## src/rtl/cpu_program_sequencer.sv

```systemverilog
`default_nettype none
`timescale 1ns/1ps
// ============================================================================
//  Module   : cpu_program_sequencer
//  Purpose  : Loads a small instruction store and replays it into the cpu
//             over the in/load/s + w handshake, capturing result and flags.
//  Revision : 1.0  initial release
// ============================================================================
module cpu_program_sequencer #(
    parameter int ADDR_W  = 4,
    parameter int TIMEOUT = 255
) (
    input  logic              clk,
    input  logic              reset,
    input  logic              prog_we,
    input  logic [ADDR_W-1:0] prog_addr,
    input  logic [15:0]       prog_data,
    input  logic [ADDR_W:0]   prog_len,
    input  logic              go,
    output logic [15:0]       cpu_in,
    output logic              cpu_load,
    output logic              cpu_s,
    input  logic [15:0]       cpu_out,
    input  logic              cpu_N,
    input  logic              cpu_V,
    input  logic              cpu_Z,
    input  logic              cpu_w,
    output logic [15:0]       result,
    output logic              res_N,
    output logic              res_V,
    output logic              res_Z,
    output logic              res_valid,
    output logic [ADDR_W:0]   pc,
    output logic              busy,
    output logic              done,
    output logic              error
);

    localparam int         c_DEPTH       = 2**ADDR_W;
    localparam logic [3:0] c_S_IDLE      = 4'd0;
    localparam logic [3:0] c_S_WAIT_W    = 4'd1;
    localparam logic [3:0] c_S_LOAD      = 4'd2;
    localparam logic [3:0] c_S_START     = 4'd3;
    localparam logic [3:0] c_S_WAIT_BUSY = 4'd4;
    localparam logic [3:0] c_S_WAIT_DONE = 4'd5;
    localparam logic [3:0] c_S_CAPTURE   = 4'd6;
    localparam logic [3:0] c_S_DONE      = 4'd7;
    localparam logic [3:0] c_S_ERROR     = 4'd8;

    logic [15:0]     r_mem [c_DEPTH];
    logic [3:0]      r_state;
    logic [3:0]      w_next;
    logic [ADDR_W:0] r_pc;
    logic [ADDR_W:0] r_len;
    logic [ADDR_W:0] w_pc_inc;
    logic [7:0]      r_wait_cnt;
    logic            w_timeout;
    logic            w_in_wait;
    logic            w_next_busy;
    logic            w_can_start;
    logic [15:0]     r_result;
    logic            r_res_N;
    logic            r_res_V;
    logic            r_res_Z;
    logic            r_res_valid;
    logic            r_busy;
    logic            r_done;
    logic            r_error;
    logic            r_cpu_load;
    logic            r_cpu_s;

    assign w_pc_inc    = r_pc + 1'b1;
    assign w_timeout   = (r_wait_cnt == 8'(TIMEOUT - 1));
    assign w_in_wait   = (r_state == c_S_WAIT_W) || (r_state == c_S_WAIT_BUSY) ||
                         (r_state == c_S_WAIT_DONE);
    assign w_can_start = (r_state == c_S_IDLE) || (r_state == c_S_DONE) ||
                         (r_state == c_S_ERROR);
    assign w_next_busy = (w_next != c_S_IDLE) && (w_next != c_S_DONE) &&
                         (w_next != c_S_ERROR);

    always_comb begin
        w_next = r_state;
        case (r_state)
            c_S_IDLE, c_S_DONE, c_S_ERROR: begin
                if (go) w_next = (prog_len == '0) ? c_S_DONE : c_S_WAIT_W;
            end
            c_S_WAIT_W: begin
                if (cpu_w)          w_next = c_S_LOAD;
                else if (w_timeout) w_next = c_S_ERROR;
            end
            c_S_LOAD:  w_next = c_S_START;
            c_S_START: w_next = c_S_WAIT_BUSY;
            c_S_WAIT_BUSY: begin
                if (!cpu_w)         w_next = c_S_WAIT_DONE;
                else if (w_timeout) w_next = c_S_ERROR;
            end
            c_S_WAIT_DONE: begin
                if (cpu_w)          w_next = c_S_CAPTURE;
                else if (w_timeout) w_next = c_S_ERROR;
            end
            c_S_CAPTURE: w_next = (w_pc_inc == r_len) ? c_S_DONE : c_S_WAIT_W;
            default:     w_next = c_S_IDLE;
        endcase
    end

    always_ff @(posedge clk) begin
        if (reset) begin
            r_state     <= c_S_IDLE;
            r_pc        <= '0;
            r_len       <= '0;
            r_wait_cnt  <= '0;
            r_result    <= '0;
            r_res_N     <= 1'b0;
            r_res_V     <= 1'b0;
            r_res_Z     <= 1'b0;
            r_res_valid <= 1'b0;
            r_busy      <= 1'b0;
            r_done      <= 1'b0;
            r_error     <= 1'b0;
            r_cpu_load  <= 1'b0;
            r_cpu_s     <= 1'b0;
        end else begin
            r_state     <= w_next;
            r_busy      <= w_next_busy;
            r_done      <= (w_next == c_S_DONE);
            r_error     <= (w_next == c_S_ERROR);
            r_cpu_load  <= (w_next == c_S_LOAD);
            r_cpu_s     <= (w_next == c_S_START);
            r_res_valid <= (r_state == c_S_CAPTURE);

            // Wait counter restarts on every state change, so each wait state gets its own budget.
            if (w_next != r_state)
                r_wait_cnt <= '0;
            else if (w_in_wait)
                r_wait_cnt <= r_wait_cnt + 8'd1;

            if (w_can_start && go) begin
                r_len <= prog_len;
                r_pc  <= '0;
            end

            if (r_state == c_S_CAPTURE) begin
                r_result <= cpu_out;
                r_res_N  <= cpu_N;
                r_res_V  <= cpu_V;
                r_res_Z  <= cpu_Z;
                r_pc     <= w_pc_inc;
            end
        end
    end

    // The store has no reset: programs survive a sequencer reset.
    always_ff @(posedge clk) begin
        if (prog_we && !r_busy)
            r_mem[prog_addr] <= prog_data;
    end

    assign cpu_in    = r_busy ? r_mem[r_pc[ADDR_W-1:0]] : 16'h0000;
    assign cpu_load  = r_cpu_load;
    assign cpu_s     = r_cpu_s;
    assign result    = r_result;
    assign res_N     = r_res_N;
    assign res_V     = r_res_V;
    assign res_Z     = r_res_Z;
    assign res_valid = r_res_valid;
    assign pc        = r_pc;
    assign busy      = r_busy;
    assign done      = r_done;
    assign error     = r_error;

endmodule
`default_nettype wire

```

## config.mk

```make
export PLATFORM = sky130hd
export DESIGN_NAME = cpu_program_sequencer
export DESIGN_NICKNAME = d
export VERILOG_FILES = /design/src/rtl/cpu_program_sequencer.sv
export SDC_FILE = /design/constraint.sdc
export NUM_CORES = 1
export LEC_CHECK = 0
export ABC_AREA = 1
export BUFFER_PORTS_ARGS = -buffer_cell sky130_fd_sc_hd__buf_2
export CORE_MARGIN = 1
export CORE_UTILIZATION = 25
export DETAILED_ROUTE_END_ITERATION = 8
export PLACE_DENSITY = 0.41
export SLEW_MARGIN = 10
export SYNTH_ARGS = -nofsm -noshare
export SYNTH_HDL_FRONTEND = slang
export SYNTH_SLANG_ARGS = --single-unit
```

## constraint.sdc

```tcl
create_clock -name clk -period 3.8 [get_ports clk]
set_clock_uncertainty 0.2 [all_clocks]
set_input_delay 0.19 -clock clk [delete_from_list [all_inputs] [get_ports clk]]
set_output_delay 0.19 -clock clk [all_outputs]
set_load 0.05 [all_outputs]
```

======== Word-level counts from Yosys, hierarchy flattened ========
Memories as Yosys holds them, arrays and structs flattened. A register that Yosys moved wholly into a read port is not among the register bits.
Index checks and enable logic that the tools add are counted.
cells by class
  add/sub/neg operators ................... 2
  equality and inequality tests ........... 17
  multiplexer cells ....................... 15
  reductions and logical operators ........ 15
operators with widths
  cell                                                                   number
  4-bit two-way mux                                                      7
  4-bit one-hot mux with 7 select lines                                  1
  4-bit by 3-bit equality test with 1-bit output, second input constant  5
  4-bit by 2-bit equality test with 1-bit output, second input constant  4
  16-bit two-way mux                                                     1
  5-bit two-way mux                                                      2
  8-bit by 1-bit adder with 8-bit output, second input constant          1
  4-bit equality test, second input constant                             2
  8-bit equality test, second input constant                             1
  3-bit two-way mux                                                      2
  5-bit by 1-bit adder with 5-bit output, second input constant          1
  5-bit equality test                                                    1
  5-bit logical NOT                                                      1
  4-bit by 1-bit equality test with 1-bit output, second input constant  1
  1-bit logical AND                                                      4
  4-bit logical NOT                                                      1
  1-bit logical OR                                                       4
  4-bit by 3-bit != test with 1-bit output, second input constant        1
  4-bit != test                                                          1
  4-bit != test, second input constant                                   1
  4-bit nonzero test                                                     1
  3-bit OR reduction                                                     1
  1-bit two-way mux                                                      2
  2-bit nonzero test                                                     1
  2 further kinds                                                        2
word-level totals
  bits in registers ....................... 47
  memory bits (writable) .................. 256
  output and inout bits ................... 46
  logic and storage cells ................. 64
  memories ................................ 1
memories
  memory  depth  bits a word  read ports  clocked after Yosys merged registers in  wr ports  line  source
  r_mem   16     16           1           1                                        1         50    logic [15:0] r_mem [c_DEPTH];

======== Longest topological paths before layout ========
  word-level depth ........................ 8
  gate-level depth with buffers ........... 13
  gate-level depth less buffers ........... 13

======== Least setup slack after synthesis ========
No wires, ideal clock.
  path kind ............................... register to output
  start ................................... reg (tool-made name)
  end ..................................... out cpu_in[13]
  arrival ................................. 1.966 ns
  data required time ...................... 3.410 ns
  path slack .............................. 1.444 ns
  stages on the path, launching flop included .. 9
  cell sequence ........................... dfxtp_1 > inv_1 > buf_2 > buf_2 > buf_2 > nor2_1 > o221ai_1 > o211ai_1 > a21oi_1
RTL lines
  element        line  source
  end, declared  20    output logic [15:0] cpu_in,

==> flow_summary.json <==
{
  "synth_seq_area_share_pct": 70.8,
  "clk_latency_ns": 0.53,
  "clock_path_buffers": 3,
  "syn_area_um2": 12300,
  "comb_power_share_pct": 16.6,
  "port_buffers": 94,
  "drc": 0,
  "grt_antenna_before_repair": 0,
  "yosysWarnings": 0,
  "initial_core_util_pct": 25.5,
  "avgSynthCellArea_um2": 12.2,
  "nets": 1223,
  "dieArea_um2": 50100,
  "finalCriticalPeriod_ns": 3.28,
  "fill_cells": 4882,
  "worstPathRequired_ns": 3.41,
  "whs_ns": 0.0310,
  "p_int_mw": 6.46,
  "setup_viol": 0,
  "ios": 95,
  "routed_wl_um": 34700,
  "rsz0062_at_grt": "no",
  "arrival_ns": 2.89,
  "yosysMostFrequentCell": "edfxtp_1",
  "ir_drop_mv": 0.409,
  "relSlewSlack_pct": 43.6,
  "switchingPower_mw": 2.61,
  "dp_hpwl_um": 19800,
  "slew_violations": 0,
  "max_freq_mhz": 305,
  "placedCellCount": 1731,
  "finalSetupTns_ns": 0,
  "place_congestion": 0.746,
  "yosys.area.top_type": "edfxtp_1",
  "core_area_um2": 48100,
  "ant_nets": 0,
  "path_clk_slew_ns": 0.06,
  "synth_nets": 1063,
  "async_flop_share_pct": 0,
  "hold_viol": 0,
  "finalPower_mw": 9.07,
  "cts_root_buf": "clkbuf_16",
  "yosysTopAreaCellShare_pct": 62.5,
  "yosys-top-cells-count": "256 x edfxtp_1, 211 x nor2_1, 154 x o21ai_0",
  "synth.distinct_cells": 39,
  "via_per_inst": 4.51,
  "synth_edf_count": 256,
  "worst-path-max-fanout": 49,
  "dr_total_vias": 8380,
  "leakage_nw": 5.38,
  "grt_use_total_pct": 13.9,
  "fin_crit_sh_pct": 86.3,
  "die_w_um": 224,
  "tightest_slew_ns": 0.846,
  "post_cts_buffers": 0,
  "p_clk_share_pct": 40.5,
  "grt_pass1_vias": 8345,
  "ys.flop_type": "edfxtp_1",
  "switching_share_pct": 28.7,
  "powerDensity_nw_per_um2": 586,
  "rows": 80,
  "p_seq_share_pct": 42.8,
  "synth_area_leaders": "edfxtp_1 63%, dfxtp_1 8.3%, nor2_1 6.4%",
  "synth_seq_cells": 307,
  "final_cell_area_um2": 15500,
  "initialDrtViolationCount": 612,
  "worstSetupEndpointType": "output pin",
  "post-route-util_pct": 32.2,
  "htree_levels": 2,
  "grt_overflow": 0,
  "final_cell_count_no_fill": 1857,
  "start_kind": "flip-flop",
  "hold_path.class": "in2reg",
  "cts.sinks": 307,
  "cts_made_buffers": 38,
  "antenna_cells": 0,
  "synth_cells": 1011,
  "postPlaceCellArea_um2": 13600,
  "fp.dieH_um": 224,
  "layout-drive-gt1-share_pct": 20.5,
  "drt_first_pass_iters": 5,
  "place_ws_ns": 1.01,
  "wl_per_cell_um": 18.7,
  "grt_start_max_net_pins": 74,
  "maxCapViolations": 0,
  "grt_pass1_wl_um": 52200,
  "cts_tree": "done",
  "status": "finished clean",
  "setup_slack_ns": 0.519,
  "crit_type": "reg2out",
  "syn2layout_area_growth_pct": 25.9
}
## registers in the layout, indices dropped and copies added (netlist names), named ones only
register and count:
res_N 1, r_mem 256, cpu_s 1, pc 5
res_Z 1, done 1, r_state 4, r_wait_cnt 8
res_V 1, r_len 5, res_valid 1, cpu_load 1
busy 1, result 16, error 1
## cells by family (layout without fill, tap and decap cells)
| family | count (synthesis) | in the layout | synth area share, % |
|---|---|---|---|
| AOI/OAI and AO/OA | 272 | 272 | 13.3 |
| xor gates and xnor gates | 9 | 9 | 0.641 |
| buffers and inverters | 96 | 286 | 3.12 |
| DFF | 307 | 307 | 70.8 |
| adders and majority gates | 3 | 3 | 0.305 |
| and+or+nand+nor | 324 | 324 | 11.8 |
## cell type report
type                            instances  area [um2]  area share [%]
Clock buffer                           49        1060            6.82
Clock inverter                         21         231            1.50
Inverter                               37         143           0.921
Multi-Input combinational cell        608        3240            20.9
Sequential cell                       307        8710            56.3
Tap cell                              656         821            5.30
Timing Repair Buffer                  179        1270            8.23
## final timing paths
| kind | from | endpoint | slack, ns | cells after the start |
|---|---|---|---|---|
| max | flip-flop | cpu_in[13] | 0.52 | 6 |
| min | prog_addr[0] | r_mem[5][14] | 0.03 | 3 |
| max reg2reg | r_state[1] | r_len[3] | 1.10 | 7 |
| min reg2reg | pc[4] | pc[4] | 0.30 | 2 |
## metal layers
layer	up-vias	wire length, um	global-route usage [%]
li1	4033	-	-
met1	4075	16100	18.4
met5	-	0	0
met3	55	1570	2.45
met4	0	931	5.08
met2	217	16100	22.7
## power groups by stage
| stage | combinational, mW | clock, mW | sequential, mW |
|---|---|---|---|
| global route | 1.65 | 3.92 | 3.90 |
| CTS | 1.53 | 3.80 | 3.89 |
| global placement | 1.45 | 0 | 3.95 |
| floorplan | 0.933 | 0 | 4.05 |
| finish | 1.51 | 3.68 | 3.88 |
| detailed placement | 1.44 | 0 | 3.95 |
## cell usage in the layout, fill, tap and decap left out, types with 3 or more instances in the layout
master,count
ha_1,3
nor2_4,3
edfxtp_1,256
dlygate4sd3_1,56
bufinv_16,4
clkbuf_1,8
inv_1,27
buf_4,27
nand2_2,5
nand2_4,3
dfxtp_1,48
buf_2,94
nor2_2,27
o22ai_1,19
nand3_1,29
nand4_1,3
nor2_1,195
clkinv_1,6
a21oi_1,26
inv_2,7
nand3_2,4
xor2_1,5
o221ai_1,45
clkbuf_16,41
clkinv_2,8
xnor2_1,4
o21ai_0,154
o211ai_1,19
nand2_1,47
## worst max-delay path, stage by stage (launching register included)
cell and delay (ns):
dfxtp_4 0.58, buf_4 0.51, o21ai_0 0.17, o221ai_1 0.21, o211ai_1 0.15, a21oi_1 0.38
buf_2 0.34
## timing repair
item,CTS,global route
hold buffers,56,0
endpoints found under the hold margin,295,0
endpoints found under the setup margin,0,0
resized for setup,0,0
(Power assumes the default switching activity.)
